==> config.mk <==
export PLATFORM = sky130hd
export DESIGN_NAME = axi4_lite_read_arbiter
export DESIGN_NICKNAME = d
export VERILOG_FILES = /design/src/rtl/axi4_lite_read_arbiter_pkg.sv /design/src/rtl/axi4_lite_read_order_fifo.sv /design/src/rtl/axi4_lite_read_arbiter.sv
export SDC_FILE = /design/constraint.sdc
export NUM_CORES = 1
export LEC_CHECK = 0
export CAP_MARGIN = 20
export CELL_PAD_IN_SITES_DETAIL_PLACEMENT = 0
export CELL_PAD_IN_SITES_GLOBAL_PLACEMENT = 1
export CORE_MARGIN = 8
export CORE_UTILIZATION = 26
export DETAILED_ROUTE_END_ITERATION = 16
export PLACE_DENSITY = 0.77
export SYNTH_ARGS = -nofsm -noshare
export SYNTH_HDL_FRONTEND = slang
export SYNTH_SLANG_ARGS = --single-unit
export TNS_END_PERCENT = 50
==> constraint.sdc <==
create_clock -name aclk -period 2.6 [get_ports aclk]
set_input_delay 0.52 -clock aclk [delete_from_list [all_inputs] [get_ports aclk]]
set_output_delay 0.52 -clock aclk [all_outputs]
set_load 0.05 [all_outputs]
==> src/rtl/axi4_lite_read_arbiter_pkg.sv <==
`default_nettype none
// ============================================================================
// Module   : axi4_lite_read_arbiter_pkg
// Brief    : Shared types and bounds for the AXI4-Lite read arbiter.
// Revision : 1.0
// ============================================================================
package axi4_lite_read_arbiter_pkg;

    typedef enum logic [0:0] {
        ARB_IDLE  = 1'b0,
        ARB_ISSUE = 1'b1
    } arb_state_e;

    localparam int MAXLIMITOF_OUTSTANDINGTX = 10;

endpackage : axi4_lite_read_arbiter_pkg
`default_nettype wire

==> src/rtl/axi4_lite_read_order_fifo.sv <==
`default_nettype none
// ============================================================================
// Module   : axi4_lite_read_order_fifo
// Brief    : Small synchronous FIFO holding the owner index of each read in flight.
// Revision : 1.0
// ============================================================================
module axi4_lite_read_order_fifo #(
    parameter  int WIDTH = 1,
    parameter  int DEPTH = 4,
    localparam int PTR_W = (DEPTH > 1) ? $clog2(DEPTH) : 1,
    localparam int CNT_W = $clog2(DEPTH + 1)
) (
    input  logic             clk,
    input  logic             rst_n,
    input  logic             push_i,
    input  logic [WIDTH-1:0] push_data_i,
    input  logic             pop_i,
    output logic [WIDTH-1:0] head_o,
    output logic             full_o,
    output logic             empty_o,
    output logic [CNT_W-1:0] count_o
);

    localparam logic [PTR_W-1:0] LAST_PTR  = PTR_W'(DEPTH - 1);
    localparam logic [CNT_W-1:0] DEPTH_CNT = CNT_W'(DEPTH);

    logic [WIDTH-1:0] mem_q [DEPTH];
    logic [PTR_W-1:0] wr_ptr_q;
    logic [PTR_W-1:0] rd_ptr_q;
    logic [CNT_W-1:0] count_q;
    logic             w_push;
    logic             w_pop;

    function automatic logic [PTR_W-1:0] inc_ptr(input logic [PTR_W-1:0] p);
        return (p == LAST_PTR) ? '0 : p + 1'b1;
    endfunction

    assign full_o  = (count_q == DEPTH_CNT);
    assign empty_o = (count_q == '0);
    assign count_o = count_q;
    assign head_o  = mem_q[rd_ptr_q];
    assign w_push  = push_i & ~full_o;
    assign w_pop   = pop_i & ~empty_o;

    always_ff @(posedge clk) begin
        if (w_push) begin
            mem_q[wr_ptr_q] <= push_data_i;
        end
    end

    always_ff @(posedge clk or negedge rst_n) begin
        if (!rst_n) begin
            wr_ptr_q <= '0;
            rd_ptr_q <= '0;
            count_q  <= '0;
        end else begin
            if (w_push) begin
                wr_ptr_q <= inc_ptr(wr_ptr_q);
            end
            if (w_pop) begin
                rd_ptr_q <= inc_ptr(rd_ptr_q);
            end
            if (w_push && !w_pop) begin
                count_q <= count_q + CNT_W'(1);
            end else if (w_pop && !w_push) begin
                count_q <= count_q - CNT_W'(1);
            end
        end
    end

endmodule : axi4_lite_read_order_fifo
`default_nettype wire

==> src/rtl/axi4_lite_read_arbiter.sv <==
`default_nettype none
// ============================================================================
// Module   : axi4_lite_read_arbiter
// Brief    : Round-robin AR arbiter with in-order R routing for N AXI4-Lite readers.
// Revision : 1.0
// ============================================================================
module axi4_lite_read_arbiter
    import axi4_lite_read_arbiter_pkg::*;
#(
    parameter  int NO_OF_REQUESTERS = 2,
    parameter  int ADDRESS_WIDTH    = 32,
    parameter  int DATA_WIDTH       = 32,
    parameter  int MAX_OUTSTANDING  = 4,
    localparam int IDX_W            = $clog2(NO_OF_REQUESTERS),
    localparam int CNT_W            = $clog2(MAX_OUTSTANDING + 1)
) (
    input  logic                                      aclk,
    input  logic                                      aresetn,
    input  logic [NO_OF_REQUESTERS-1:0]               s_arvalid,
    output logic [NO_OF_REQUESTERS-1:0]               s_arready,
    input  logic [NO_OF_REQUESTERS*ADDRESS_WIDTH-1:0] s_araddr,
    input  logic [NO_OF_REQUESTERS*3-1:0]             s_arprot,
    output logic [NO_OF_REQUESTERS-1:0]               s_rvalid,
    input  logic [NO_OF_REQUESTERS-1:0]               s_rready,
    output logic [DATA_WIDTH-1:0]                     s_rdata,
    output logic [1:0]                                s_rresp,
    output logic                                      m_arvalid,
    input  logic                                      m_arready,
    output logic [ADDRESS_WIDTH-1:0]                  m_araddr,
    output logic [2:0]                                m_arprot,
    input  logic                                      m_rvalid,
    output logic                                      m_rready,
    input  logic [DATA_WIDTH-1:0]                     m_rdata,
    input  logic [1:0]                                m_rresp,
    output logic [CNT_W-1:0]                          outstanding_cnt,
    output logic                                      err_unexpected_r
);

    if (MAX_OUTSTANDING < 1 || MAX_OUTSTANDING > MAXLIMITOF_OUTSTANDINGTX) begin : g_bad_depth
        $error("MAX_OUTSTANDING out of range");
    end

    arb_state_e               state_q, state_d;
    logic [IDX_W-1:0]         last_grant_q, last_grant_d;
    logic [ADDRESS_WIDTH-1:0] araddr_q, araddr_d;
    logic [2:0]               arprot_q, arprot_d;
    logic                     err_q;

    logic [IDX_W-1:0]         w_cand;
    logic [IDX_W-1:0]         w_winner;
    logic                     w_found;
    logic                     w_accept;
    logic [IDX_W-1:0]         w_owner;
    logic                     w_fifo_full;
    logic                     w_fifo_empty;
    logic                     w_pop;

    // Scan starts one past the last grant so every requester gets a turn.
    always_comb begin
        w_cand   = '0;
        w_winner = '0;
        w_found  = 1'b0;
        for (int k = 1; k <= NO_OF_REQUESTERS; k++) begin
            w_cand = IDX_W'((int'(last_grant_q) + k) % NO_OF_REQUESTERS);
            if (!w_found && s_arvalid[w_cand]) begin
                w_found  = 1'b1;
                w_winner = w_cand;
            end
        end
    end

    always_comb begin
        state_d      = state_q;
        last_grant_d = last_grant_q;
        araddr_d     = araddr_q;
        arprot_d     = arprot_q;
        w_accept     = 1'b0;
        s_arready    = '0;
        unique case (state_q)
            ARB_IDLE: begin
                if (w_found && !w_fifo_full) begin
                    w_accept            = 1'b1;
                    s_arready[w_winner] = 1'b1;
                    araddr_d            = s_araddr[int'(w_winner)*ADDRESS_WIDTH +: ADDRESS_WIDTH];
                    arprot_d            = s_arprot[int'(w_winner)*3 +: 3];
                    last_grant_d        = w_winner;
                    state_d             = ARB_ISSUE;
                end
            end
            ARB_ISSUE: begin
                if (m_arready) begin
                    state_d = ARB_IDLE;
                end
            end
            default: state_d = ARB_IDLE;
        endcase
    end

    always_ff @(posedge aclk or negedge aresetn) begin
        if (!aresetn) begin
            state_q      <= ARB_IDLE;
            last_grant_q <= IDX_W'(NO_OF_REQUESTERS - 1);
            araddr_q     <= '0;
            arprot_q     <= '0;
            err_q        <= 1'b0;
        end else begin
            state_q      <= state_d;
            last_grant_q <= last_grant_d;
            araddr_q     <= araddr_d;
            arprot_q     <= arprot_d;
            if (m_rvalid && w_fifo_empty) begin
                err_q <= 1'b1;
            end
        end
    end

    assign m_arvalid        = (state_q == ARB_ISSUE);
    assign m_araddr         = araddr_q;
    assign m_arprot         = arprot_q;
    assign err_unexpected_r = err_q;

    // Data and response are broadcast; only the owner sees rvalid.
    always_comb begin
        s_rvalid = '0;
        m_rready = 1'b0;
        if (!w_fifo_empty) begin
            s_rvalid[w_owner] = m_rvalid;
            m_rready          = s_rready[w_owner];
        end
    end

    assign s_rdata = m_rdata;
    assign s_rresp = m_rresp;
    assign w_pop   = m_rvalid & m_rready;

    axi4_lite_read_order_fifo #(
        .WIDTH (IDX_W),
        .DEPTH (MAX_OUTSTANDING)
    ) u_order_fifo (
        .clk         (aclk),
        .rst_n       (aresetn),
        .push_i      (w_accept),
        .push_data_i (w_winner),
        .pop_i       (w_pop),
        .head_o      (w_owner),
        .full_o      (w_fifo_full),
        .empty_o     (w_fifo_empty),
        .count_o     (outstanding_cnt)
    );

endmodule : axi4_lite_read_arbiter
`default_nettype wire

==> results.yml, run 1 <==
detailed_routing:
  drtIter0Drc: 48
  met1Wirelength_um: 3390
  routed_wl_um: 8570
  viasPerCell: 4.64
  drc: 0
  vias: 2429
  wl_met3_um: 854
  met2_length_um: 4100
  dr.pass1.iters: 5
  top_layer: "met4"
  wl_per_cell_um: 16.4
  antenna_left: 0
global_route:
  antenna_found_initial: 0
  grt_usage: 0.112
  grt_max_degree: 41
  grt_pass1_wl_um: 13400
  overflow: 0
  grt_pass1_vias: 2625
final_layout:
  area_delta_synth_final_pct: 43.4
  finalNetCount: 498
  drive_gt1_frac: 0.182
  layout_common_cells: "clkdlybuf4s50_1 (115), inv_1 (75), dfrtp_1 (41)"
  fill_cells: 1120
  antenna_cells: 0
  final_common_cell: "clkdlybuf4s50_1"
  layout.cells.non_filler: 523
sta:
  fin_crit_sh: 0.955
  fmax_mhz: 403
  finalClockSkew_ns: 0.00554
  worstMarginPinSlew_ns: 0.589
  maxSlewViolCount: 0
  finalSetupTns_ns: 0
  slew-limit-headroom: 0.607
  layout_min_cycle_time_ns: 2.48
  setup_viol: 0
  rsz0062_at_grt: "no"
  hold_viol: 0
clock_network:
  path_clk_slew_ns: 0.07
  cts_sinks: 49
  cts_buffers: 5
  tritoncts: "done"
  cts.path.max_buffers: 2
  cts_root_buf: "clkbuf_16"
  htreeDepth: 2
  clock_latency_ns: 0.29
  postCtsSetupBuffers: 0
hold_path:
  hold_path_class: "in -> async"
setup_path:
  reg2regPathDepth: 9
  arrival_ns: 1.96
  critPathKind: "in -> out"
  path_delay_family: "buffers and inverters"
  cp.depth: 5
  cp_num_buf_inv: 3
  critPathSlowestCell: "clkdlybuf4s50_1"
  end_kind: "primary output"
  slowest_delay_ns: 0.50
  required_ns: 2.08
  cp_cell_sequence: "clkdlybuf4s50_1 -> a21boi_4 -> buf_6 -> and3_1 -> buf_12"
  start_kind: "primary input"
  crit_fanout: 40
yosys:
  ys_types: 40
  ys_warn_count: 0
  synth_area_mm2: 0.00302
  synth_area_per_cell_um2: 10.3
  ys_ff_latch: 49
  synth_cells: 293
  ys_seq_area_frac: 0.413
  syn_nets: 412
die:
  num_io_pins: 191
  core_area_mm2: 0.0114
  die_w_um: 124
  dieArea_mm2: 0.0153
  start_util: 0.265
  fp.dieH_um: 124
  num_rows: 39
pwr:
  p_per_area_mw_per_mm2: 1350
  p_leak_nw: 1.86
  ir_worst_vdd_mv: 0.698
job:
  drv_cap: 0
placement:
  hpwlAfterDp_um: 6530
  port_buffers: 122
  routabilityCongestion: 0.663
  dp.cells: 515
run_status:
  status: "finished, final reports clean"
final timing paths:
kind,startpoint,to,slack (ns)
min in group aclk,err_unexpected_r$_DFFE_PN0P_,err_unexpected_r$_DFFE_PN0P_,0.46
max in group asynchronous,aresetn,last_grant_q$_DFFE_PN1N_,1.96
max reg2reg,u_order_fifo.rd_ptr_q[0]$_DFFE_PN0P_,u_order_fifo.count_o[2]$_DFFE_PN0P_,0.19
min,aresetn,u_order_fifo.rd_ptr_q[0]$_DFFE_PN0P_,0.04
min reg2reg,err_unexpected_r$_DFFE_PN0P_,err_unexpected_r$_DFFE_PN0P_,0.46
max,s_arvalid[1],s_arready[1],0.12
sequential cells by signal (all words and copies together), names as in the netlist:
| register | count |
|---|---|
| m_araddr | 32 |
| u_order_fifo.mem_q | 4 |
| m_arprot | 3 |
| u_order_fifo.count_o | 3 |
| u_order_fifo.rd_ptr_q | 2 |
| u_order_fifo.wr_ptr_q | 2 |
| err_unexpected_r | 1 |
| last_grant_q | 1 |
| m_arvalid | 1 |
metrics by stage:
step                      total power [mW]  setup slack, ns  utilization  instance area, um2  hold WS [ns]
after floorplan                       4.13           0.0606            -                3020         0.224
after global placement                5.16          -0.0656        0.367                4170         0.353
after detailed placement              5.22           -0.157        0.367                4170         0.356
after CTS                             5.92          0.00948        0.380                4320        0.0355
after global routing                  6.20           0.0485        0.381                4330        0.0350
final                                 5.84            0.118        0.381                4330        0.0364
worst register-to-register path, cell delays in order (launching register included):
cell     delay (ns)
dfrtp_1        0.41
mux4_2         0.60
mux2i_2        0.20
inv_1          0.09
ha_1           0.17
inv_1          0.06
fa_1           0.37
xor2_1         0.15
nor2_1         0.12
xor2_1         0.16
kinds of logic after synthesis:
family	Yosys count	share of synthesized area
buffers and inverters	131	0.226
and+or+nand+nor	53	0.107
AOI/OAI and AO/OA	42	0.179
xor gates and xnor gates	3	0.00871
DFF	49	0.413
adders and majority gates	7	0.0315
muxes	8	0.0340
what timing repair did:
action | 4_1_cts | 5_1_grt
hold buffers | 0 | 0
resized for setup | 1 | 3
setup endpoints to repair | 1 | 2
cell usage after synthesis:
master	instances	area [um2]
nand2b_1	1	6.26
a31oi_1	1	6.26
mux2i_2	1	13.8
edfxtp_1	4	120
or3b_2	1	8.76
dfrtp_1	44	1100
a21o_1	1	7.51
and3b_1	1	8.76
buf_4	37	278
o21ai_0	1	5.00
nand4_1	35	219
o311ai_0	2	17.5
mux2_1	2	22.5
xor2_1	2	17.5
mux2_2	3	33.8
mux4_2	1	22.5
o221ai_1	6	52.6
mux2i_1	1	10.0
or4_1	1	7.51
a41oi_1	1	8.76
clkinv_1	1	3.75
nor3_1	1	5.00
buf_2	4	20.0
buf_8	2	30.0
and3_1	1	6.26
o221ai_2	29	435
xnor2_1	1	8.76
ha_1	6	75.1
buf_6	1	11.3
a21boi_1	1	7.51
or3_2	1	7.51
dfstp_2	1	26.3
clkbuf_1	8	30.0
inv_1	76	285
buf_12	1	20.0
fa_1	1	20.0
nor3b_1	1	7.51
nor2_1	6	22.5
and2_1	4	25.0
buf_1	1	3.75
layout make-up:
class,instances,area [um2],area share
clock inverter,3,26.3,0.00607
multi-input combinational,113,1100,0.255
sequential,49,1250,0.289
clock buffer,5,125,0.0289
inverter,77,289,0.0668
tap,143,179,0.0413
timing repair buffer,133,1360,0.313
report_power, final:
group	internal, mW	switching (mW)
Clock	0.364	0.313
Sequential	1.16	0.277
Combinational	1.42	2.30
layer usage:
metal | vias to the layer above | track usage
met5 | - | 0
met4 | 0 | 0.0527
met3 | 29 | 0.0449
met2 | 99 | 0.184
met1 | 1155 | 0.124
li1 | 1146 | -
Note: power is estimated with default switching activity, not from simulation.
==> run 2, diff against run 1 <==
Settings changed: CORE_MARGIN 8 to unset, CORE_UTILIZATION 26 to 24, CTS_CLUSTER_SIZE set to 12, PLACE_DENSITY 0.77 to 0.75.
Clock period 2.6 ns to 2.25 ns, I/O delays scaled along.
==> run 2 against run 1 <==
Net effect: the flow now finishes with violations (setup timing); power up 20%; clock power up 29%; die area down 15%; worst hold slack better by 0.082 ns; critical path depth unchanged; flip-flop and latch count unchanged; first-iteration DRC count up 33%; non-clock buffer count up 5; count of clock-buffer cells in the layout unchanged; via count down 0.21%; critical endpoint is now m_rready; largest power group unchanged; highest routed layer unchanged.
==> results.yml, run 2 (same netlist as run 1, synthesis figures left out) <==
pwr:
  p_leak_nw: 1.92
  power.total_mw: 7.00
  power.share.clock: 0.125
  combPwrFrac: 0.641
  ir_worst_vdd_mv: 0.771
  p_per_area_mw_per_mm2: 1560
  pwr-share-seq: 0.234
  power.switching_mw: 3.35
  p_sw_frac: 0.479
  p_int_mw: 3.65
placement:
  port_buffers: 122
  hpwlAfterDp_um: 5680
  routabilityCongestion: 0.689
final_layout:
  antenna_cells: 0
  final_util: 0.371
  area_delta_synth_final_pct: 49.0
  largest_reg_flops: 32
  drive_gt1_frac: 0.213
  final_common_cell: "clkdlybuf4s50_1"
  layout_common_cells: "clkdlybuf4s50_1 (114), inv_1 (73), dfrtp_1 (41)"
  finalNetCount: 503
detailed_routing:
  routed_wl_um: 8120
  drtIter0Drc: 64
  drc: 0
  viasPerCell: 4.38
  vias: 2424
  antenna_left: 0
  wl_per_cell_um: 14.7
  dr.pass1.iters: 4
sta:
  fmax_mhz: 439
  finalClockSkew_ns: 0.00430
  worstMarginPinSlew_ns: 0.611
  rsz0062_at_grt: "yes"
  fin_crit_sh: 1.01
  layout_min_cycle_time_ns: 2.28
  setup_viol: 2
  hold_viol: 0
  maxSlewViolCount: 0
  postLayoutSetupSlackWorst_ns: -0.0260
  finalSetupTns_ns: -0.0415
  hold_ws_ns: 0.118
  slew-limit-headroom: 0.592
clock_network:
  path_clk_slew_ns: 0.07
  cts.path.max_buffers: 2
  clock_latency_ns: 0.29
  htreeDepth: 2
  cts_sinks: 49
  cts_root_buf: "clkbuf_16"
  cts_buffers: 5
  tritoncts: "done"
die:
  fp.dieH_um: 114
  die_w_um: 114
  num_rows: 40
  dieArea_mm2: 0.0130
  core_area_mm2: 0.0121
  start_util: 0.249
  num_io_pins: 191
setup_path:
  end_kind: "primary output"
  critPathKind: "reg -> out"
  arrival_ns: 1.83
  r2r-start: "u_order_fifo.rd_ptr_q[0]$_DFFE_PN0P_"
  crit_fanout: 3
  crit_start: "u_order_fifo.rd_ptr_q[0]$_DFFE_PN0P_"
  required_ns: 1.80
  start_kind: "flop"
run_status:
  violations: "setup timing"
  status: "finished with violations"
global_route:
  antenna_found_initial: 0
  grt_pass1_vias: 2530
  grt_max_degree: 39
  overflow: 0
  grt_pass1_wl_um: 12900
  grt_usage: 0.128
hold_path:
  hold_path_class: "in -> async"
job:
  drv_cap: 0
==> run 2: cell types whose count changed in the layout (fill, tap and decap cells not counted), sizes merged <==
cell / delta
buf: +4
clkinv: +2
dlygate4sd2: +2
inv: -2
bufbuf: +1
bufinv: +1
clkdlybuf4s50: -1
clkinvlp: -1
dlymetal6s2s: -1
==> run 2: final timing paths <==
check                                                      end  slack (ns)  cells after the start
max in group asynchronous             last_grant_q$_DFFE_PN1N_        1.53                      2
hold / removal                        m_araddr[21]$_DFFE_PN0N_        0.12                      1
min in group aclk                 err_unexpected_r$_DFFE_PN0P_        0.46                      1
hold reg to reg                   err_unexpected_r$_DFFE_PN0P_        0.46                      1
setup reg to reg           u_order_fifo.count_o[1]$_DFFE_PN0P_       -0.02                      7
setup / recovery                                      m_rready       -0.03                      5
==> run 2: area by class of cell <==
cell class | instances | area, um2
inverter | 77 | 294
clock inverter | 3 | 46.3
sequential | 49 | 1250
tap | 168 | 210
timing repair buffer | 138 | 1430
multi-input combinational | 113 | 1140
fill | 1254 | 7610
clock buffer | 5 | 125
==> run 2: critical path: stages, from the launching register on <==
cell and delay, ns:
dfrtp_1 0.38, mux4_2 0.55, buf_4 0.17, mux2i_1 0.12, nor2_2 0.16, buf_12 0.15
==> run 2: layer usage <==
metal,wire [um],GRT usage,up-vias
met1,3440,0.156,1157
met2,4020,0.224,87
met3,519,0.0275,21
met4,140,0.0407,0
met5,0,0,-
li1,-,-,1159
==> run 2: timing repair <==
item | CTS | global route
pin swaps | 1 | 4
resized for setup | 8 | 3
cloned | 1 | 0
endpoints found under the setup margin | 5 | 5
hold buffers | 0 | 0
buffers inserted | 1 | 1
==> run 2: power groups by stage <==
stage	Combinational [mW]	Clock (mW)	Sequential, mW
final	4.49	0.873	1.64
after global routing	4.77	0.944	1.71
after CTS	4.52	0.904	1.65
after detailed placement	4.43	0	1.67
after global placement	4.36	0	1.66
after floorplan	1.97	0	2.87
==> run 2: stage by stage <==
stage | instances | worst slack (ns) | cell area [um2]
6_report | 553 | -0.0260 | 4500
5_1_grt | 553 | -0.0967 | 4500
4_1_cts | 552 | -0.0579 | 4490
3_5_place_dp | 542 | -0.276 | 4260
3_3_place_gp | 542 | -0.264 | 4260
2_1_floorplan | 293 | -0.0239 | 3060
==> run 3, diff against run 2 <==
Settings changed: CORE_UTILIZATION 24 to 26, PLACE_DENSITY 0.75 to 0.77.
Clock period 2.25 ns to 2.4 ns, I/O delays scaled along.
==> run 3 against run 2 <==
Net effect: the flow now finishes without violations; non-clock buffer count fell by 2; sequential power fell by 5%; first-iteration DRC count grew 48%; critical endpoint unchanged.
==> results.yml, run 3 (same netlist as run 1, synthesis figures left out) <==
run_status:
  status: "finished, final reports clean"
setup_path:
  path_delay_family: "multiplexers"
  cp_num_buf_inv: 2
  critPathKind: "reg -> out"
  critPathSlowestCell: "mux4_2"
  crit_fanout: 4
  slowest_delay_ns: 0.54
  end_kind: "primary output"
  required_ns: 1.92
  start_kind: "flop"
  arrival_ns: 1.83
  cp_cell_sequence: "mux4_2 -> buf_4 -> mux2i_1 -> nor2_1 -> buf_12"
pwr:
  power.total_mw: 6.44
  power.switching_mw: 3.08
  ir_worst_vdd_mv: 0.717
  p_sw_frac: 0.478
  combPwrFrac: 0.637
  p_per_area_mw_per_mm2: 1460
  pwr-share-seq: 0.242
  power.share.clock: 0.121
  p_int_mw: 3.36
  p_leak_nw: 1.91
final_layout:
  final_common_cell: "clkdlybuf4s50_1"
  finalNetCount: 501
  largest_reg_flops: 32
  layout_common_cells: "clkdlybuf4s50_1 (114), inv_1 (75), dfrtp_1 (40)"
  drive_gt1_frac: 0.193
  antenna_cells: 0
  final_util: 0.399
  area_delta_synth_final_pct: 46.5
detailed_routing:
  routed_wl_um: 7980
  drc: 0
  wl_per_cell_um: 15.3
  met2_length_um: 3960
  antenna_left: 0
  dr.pass1.iters: 4
  viasPerCell: 4.57
  wl_met3_um: 593
  top_layer: "met4"
  met1Wirelength_um: 3340
  drtIter0Drc: 95
  vias: 2390
placement:
  port_buffers: 122
  hpwlAfterDp_um: 5720
  routabilityCongestion: 0.668
global_route:
  grt_usage: 0.133
  grt_pass1_vias: 2495
  overflow: 0
  grt_max_degree: 41
  grt_pass1_wl_um: 12300
  antenna_found_initial: 0
clock_network:
  cts.path.max_buffers: 2
  cts_root_buf: "clkbuf_16"
  cts_buffers: 5
  tritoncts: "done"
  cts_sinks: 49
  clock_latency_ns: 0.28
  path_clk_slew_ns: 0.06
  htreeDepth: 2
die:
  core_area_mm2: 0.0111
  num_rows: 38
  dieArea_mm2: 0.0120
  die_w_um: 110
  start_util: 0.272
  num_io_pins: 191
  fp.dieH_um: 110
sta:
  hold_viol: 0
  fmax_mhz: 433
  layout_min_cycle_time_ns: 2.31
  worstMarginPinSlew_ns: 0.603
  fin_crit_sh: 0.961
  maxSlewViolCount: 0
  finalClockSkew_ns: 0.00816
  setup_viol: 0
  slew-limit-headroom: 0.598
  rsz0062_at_grt: "yes"
job:
  drv_cap: 0
hold_path:
  hold_path_class: "in -> async"
run 3: path summary, 6_finish.rpt:
kind,startpoint,endpoint,slack (ns),cells past startpoint
worst max-delay path,u_order_fifo.rd_ptr_q[0]$_DFFE_PN0P_,m_rready,0.09,5
worst min-delay path,aresetn,err_unexpected_r$_DFFE_PN0P_,0.18,1
worst max register to register,u_order_fifo.rd_ptr_q[0]$_DFFE_PN0P_,u_order_fifo.count_o[1]$_DFFE_PN0P_,0.10,7
worst min register to register,err_unexpected_r$_DFFE_PN0P_,err_unexpected_r$_DFFE_PN0P_,0.47,1
max in group asynchronous,aresetn,last_grant_q$_DFFE_PN1N_,1.63,2
min in group aclk,err_unexpected_r$_DFFE_PN0P_,err_unexpected_r$_DFFE_PN0P_,0.47,1
run 3: repair_timing:
item                                   CTS  global route
endpoints found under the hold margin    0             0
gates resized for setup                  5             5
cloned                                   0             1
buffers inserted                         0             2
setup endpoints to repair                3             4
pin swaps                                2             0
hold buffers                             0             0
run 3: area by class of cell:
class / instances / area (um2)
Sequential cell: 49 / 1250
Inverter: 77 / 294
Fill cell: 1104 / 6660
Multi-Input combinational cell: 113 / 1120
Clock buffer: 6 / 129
Clock inverter: 2 / 33.8
Tap cell: 140 / 175
Timing Repair Buffer: 136 / 1420
run 3: power groups by stage:
| stage | Sequential [mW] | Clock (mW) | Combinational, mW |
|---|---|---|---|
| finish | 1.56 | 0.777 | 4.10 |
| global route | 1.63 | 0.843 | 4.36 |
| CTS | 1.57 | 0.810 | 4.11 |
| detailed placement | 1.58 | 0 | 4.09 |
| global placement | 1.55 | 0 | 4.03 |
| floorplan | 2.69 | 0 | 1.82 |
run 3: per-stage QoR:
step / TNS, ns / hold slack (ns) / setup WS, ns / cell area, um2 / instances
finish: 0 / 0.179 / 0.0931 / 4420 / 523
global route: -0.00109 / 0.214 / -0.00109 / 4420 / 523
detailed placement: -4.55 / 0.472 / -0.232 / 4190 / 512
CTS: -0.0174 / 0.200 / -0.0174 / 4370 / 520
global placement: -3.16 / 0.440 / -0.148 / 4190 / 512
floorplan: 0 / 0.184 / 0.0210 / 3040 / 293
run 3: per-layer routing:
metal  vias up  GRT usage
met4         0     0.0400
li1       1151          -
met3        16     0.0368
met1      1121      0.162
met5         -          0
met2       102      0.226
